===== src/rtl/ifu_fetch.sv =====
// ifu_fetch: single-outstanding instruction fetch with redirect and sticky halt
module ifu_fetch #(
  parameter logic [31:0] RESET_PC = 32'h8000_0000
) (
  input  logic        clk,
  input  logic        rst_n,
  output logic        imem_req_valid,
  input  logic        imem_req_ready,
  output logic [31:0] imem_req_addr,
  input  logic        imem_resp_valid,
  input  logic [31:0] imem_resp_data,
  output logic        out_valid,
  input  logic        out_ready,
  output logic [31:0] out_inst,
  output logic [31:0] out_pc,
  input  logic        redirect_valid,
  input  logic [31:0] redirect_pc,
  input  logic        halt_req,
  output logic        halted,
  output logic [31:0] fetch_cnt
);
  typedef enum logic [1:0] {REQ, WAIT, HOLD, HALT} state_t;
  state_t      state;
  logic [31:0] pc;
  logic        drop;
  logic        halt_l;
  logic        h;
  logic [31:0] rpc;
  assign h = halt_l | halt_req;
  assign rpc = redirect_pc & ~32'h3;
  assign imem_req_valid = rst_n & (state == REQ);
  assign imem_req_addr = pc;
  always_ff @(posedge clk or negedge rst_n)
    if (!rst_n) begin
      state     <= REQ;
      pc        <= RESET_PC & ~32'h3;
      drop      <= 1'b0;
      halt_l    <= 1'b0;
      out_valid <= 1'b0;
      out_inst  <= '0;
      out_pc    <= '0;
      halted    <= 1'b0;
      fetch_cnt <= '0;
    end else begin
      case (state)
        REQ: begin
          halt_l <= h;
          if (redirect_valid) pc <= rpc;
          // an accepted request that is already stale must have its response discarded
          if (imem_req_ready) begin
            state <= WAIT;
            drop  <= redirect_valid | h;
          end else if (h) begin
            state  <= HALT;
            halted <= 1'b1;
          end
        end
        WAIT: begin
          halt_l <= h;
          if (redirect_valid) pc <= rpc;
          if (imem_resp_valid) begin
            if (drop | redirect_valid | h) begin
              drop   <= 1'b0;
              state  <= h ? HALT : REQ;
              halted <= h;
            end else begin
              out_inst  <= imem_resp_data;
              out_pc    <= pc;
              out_valid <= 1'b1;
              state     <= HOLD;
            end
          end else begin
            drop <= drop | redirect_valid | h;
          end
        end
        HOLD: begin
          halt_l <= h;
          // redirect wins over a simultaneous handshake: the held word is squashed
          if (redirect_valid | out_ready) begin
            pc        <= redirect_valid ? rpc : pc + 32'd4;
            fetch_cnt <= redirect_valid ? fetch_cnt : fetch_cnt + 32'd1;
            out_valid <= 1'b0;
            state     <= h ? HALT : REQ;
            halted    <= h;
          end
        end
        default: ;
      endcase
    end
endmodule


===== config.mk =====
export PLATFORM = sky130hd
export DESIGN_NAME = ifu_fetch
export DESIGN_NICKNAME = d
export VERILOG_FILES = /design/src/rtl/ifu_fetch.sv
export SDC_FILE = /design/constraint.sdc
export NUM_CORES = 1
export LEC_CHECK = 0
export ABC_AREA = 1
export BUFFER_PORTS_ARGS = -buffer_cell sky130_fd_sc_hd__buf_4
export CORE_ASPECT_RATIO = 1.4
export CORE_UTILIZATION = 46
export DETAILED_ROUTE_END_ITERATION = 6
export HOLD_SLACK_MARGIN = 0.12
export PLACE_DENSITY_LB_ADDON = 0.08
export SLEW_MARGIN = 10
export SYNTH_ARGS = -nofsm -noshare
export SYNTH_HDL_FRONTEND = slang
export SYNTH_SLANG_ARGS = --single-unit

===== constraint.sdc =====
create_clock -name clk -period 3.63 [get_ports clk]
set_clock_uncertainty 0.1 [all_clocks]
set_input_delay 0.363 -clock clk [delete_from_list [all_inputs] [get_ports clk]]
set_output_delay 0.363 -clock clk [all_outputs]
set_load 0.01 [all_outputs]

==> results.yml <==
synthesis:
  yosys-top-cells-area: "dfrtp_1 46%, nand2_1 16%, nor2_1 6.8%"
  yosysTopAreaCell: "dfrtp_1"
  synth_cells: 912
  synth_common_cells: "310 x nand2_1, 129 x dfrtp_1, 129 x nor2_1"
  ys_types: 36
  ys_ff_latch: 130
  synth_top_cell_area_share: 0.455
  synth_ff_type: "dfrtp_1"
  netlist_area_sq_um: 7090
  synth_edf_count: 0
  async_flop_share: 1.00
  synth.most_common_cell: "nand2_1"
  synth.yosys.seq_area_share: 0.459
  synth.avg_cell_area_sq_um: 7.78
  ys_warn_count: 0
floorplanning:
  die_area_sq_um: 15900
  die_height_microns: 149
  rows: 53
  core_area_sq_um: 15100
  ios: 202
  fp.dieW_microns: 107
  start_util: 0.471
worst_hold_path:
  worstHoldPathCells: 3
  worstHoldEndpoint: "imem_req_addr[4]"
  min_from: "redirect_pc[4]"
  hold_path.class: "input port to flop"
setup_path:
  startpoint: "state[0]"
  start_kind: "flop"
  crit_path_end_kind: "flop"
  arrival_ns: 2.61
  cp_max_fo: 53
  reg2reg_depth: 10
  crit-reg2reg-launch: "state[0]"
  rrSetupSlack_ns: 1.23
  cp.required_ns: 3.83
  r2r_end: "fetch_cnt[8]"
  critPathKind: "flop to flop"
drt:
  routed_wl_mm: 19.4
  drt-wirelength-per-cell_microns: 14.4
  first_iter_violations: 269
  ant_nets: 0
  vias: 6549
  drcViolationCount: 0
  first_pass_iters: 4
  viasPerCell: 4.87
finish:
  final_cell_area_sq_um: 9630
  drive_gt1_frac: 0.254
  syn_to_final_growth_pct: 35.8
  n_antenna_cell: 0
  final.fill_count: 1387
  multi_input_comb_area_sq_um: 3360
  final_nets: 1219
  ff_latch_area_sq_um: 3250
grt:
  first_global_vias: 6247
  overflow: 0
  grt_pass1_wl_mm: 30.7
  grt_antenna_before_repair: 0
  track_usage: 0.252
  grt_max_degree: 131
timing:
  setup_viol: 0
  worst_slew_pin_slew_ns: 0.739
  relSlewSlack: 0.508
  layout_min_cycle_time_ns: 2.40
  rsz0062_at_grt: "no"
  max_freq_ghz: 0.416
  finalCritPeriodShare: 0.662
  drv_slew: 0
  fin_setup_tns_ns: 0
  hold_viol: 0
place:
  place_area_sq_um: 8690
  port_buffers: 195
  hpwl_mm: 13.9
  place.gp.congestion: 0.901
pwr:
  p_per_area_nw_per_um2: 607
  p_leak_nw: 4.89
  vdd_drop_max_mv: 0.394
cts:
  cts_sinks: 130
  cts_root_buffer: "clkbuf_16"
  cts_tree: "built"
  cts.repair.resized: 0
  hold_buffers: 35
  postCtsSetupBuffers: 0
  h-tree-depth: 4
  cts_buffers: 17
  clk-insertion-delay-late_ns: 0.41
  max-clock-path-buffers: 2
  clk_pin_slew_ns: 0.06
outcome:
  status: "completed"
flow_run:
  maxCapViolCount: 0
[cell type report]
cell class,count,area share
clock buffer,18,0.0446
clock inverter,13,0.0170
inverter,82,0.0320
multi-input combinational,676,0.348
sequential,130,0.338
tap,192,0.0249
timing repair buffer,235,0.195
[worst max-delay path, stage by stage, from the launching register on]
cell     delay [ns]
dfrtp_1        0.41
inv_1          0.11
ha_1           0.25
inv_2          0.09
nor2_4         0.12
buf_4          0.48
nand2_2        0.25
nor2_1         0.22
nand2_1        0.08
xor2_1         0.13
inv_1          0.05
[power breakdown]
group          switching [mW]  total, mW  internal [mW]
clock                   0.636       1.71           1.07
sequential              0.376       2.12           1.75
combinational            1.18       2.02          0.834
[layer usage]
| layer | track usage | vias up | part of all wire |
|---|---|---|---|
| li1 | - | 3333 | - |
| met5 | 0 | - | 0 |
| met2 | 0.444 | 192 | 0.52 |
| met1 | 0.279 | 2980 | 0.39 |
| met3 | 0.0616 | 44 | 0.054 |
| met4 | 0.129 | 0 | 0.040 |
[flip-flops by register name (all words and copies together) (netlist names)]
register,cells
fetch_cnt,32
out_inst,32
imem_req_addr,30
out_pc,30
state,2
drop,1
halt_l,1
halted,1
out_valid,1
[how the worst max path moves through the flow]
stage / end / slack, ns / cells after the start
finish: fetch_cnt[8] / 1.23 / 10
global route: fetch_cnt[8] / 0.99 / 10
CTS: fetch_cnt[8] / 1.17 / 10
detailed placement: fetch_cnt[8] / 1.18 / 10
global placement: fetch_cnt[8] / 1.22 / 10
floorplan: out_inst[0] / 1.87 / 8
[placed cells by master, fill, tap and decap left out, drive strengths merged, types with 4 or more instances in the layout]
| cell | Yosys | routed |
|---|---|---|
| a21oi | 15 | 15 |
| buf | 24 | 200 |
| clkbuf | 3 | 18 |
| clkinv | 0 | 5 |
| clkinvlp | 0 | 5 |
| conb | 1 | 4 |
| dfrtp | 129 | 129 |
| dlygate4sd3 | 0 | 35 |
| ha | 6 | 6 |
| inv | 82 | 82 |
| mux2 | 33 | 33 |
| nand2 | 315 | 315 |
| nand3 | 42 | 42 |
| nand3b | 7 | 7 |
| nand4 | 5 | 5 |
| nor2 | 143 | 143 |
| nor3 | 4 | 4 |
| o21ai | 66 | 66 |
| or2 | 5 | 5 |
| xnor2 | 7 | 7 |
| xor2 | 13 | 13 |
[metrics by stage]
stage	hold WS [ns]	worst slack (ns)	total power [mW]	util	cells
2_1_floorplan	-0.0326	1.87	3.27	-	915
3_3_place_gp	0.369	1.22	4.10	0.577	1280
3_5_place_dp	0.375	1.18	4.13	0.577	1280
4_1_cts	0.138	1.17	5.89	0.640	1346
5_1_grt	0.150	0.988	6.25	0.640	1346
6_report	0.154	1.23	5.85	0.640	1346
[kinds of logic after synthesis]
| group | Yosys count | share of synthesized area |
|---|---|---|
| adders and majority gates | 6 | 0.0106 |
| muxes | 33 | 0.0630 |
| other | 1 | 0.000529 |
| xor gates and xnor gates | 20 | 0.0247 |
| and+or+nand+nor | 521 | 0.302 |
| DFF | 130 | 0.459 |
| AOI/OAI and AO/OA | 92 | 0.0700 |
| buffers and inverters | 109 | 0.0702 |
Power figures use the tool's default switching activity.
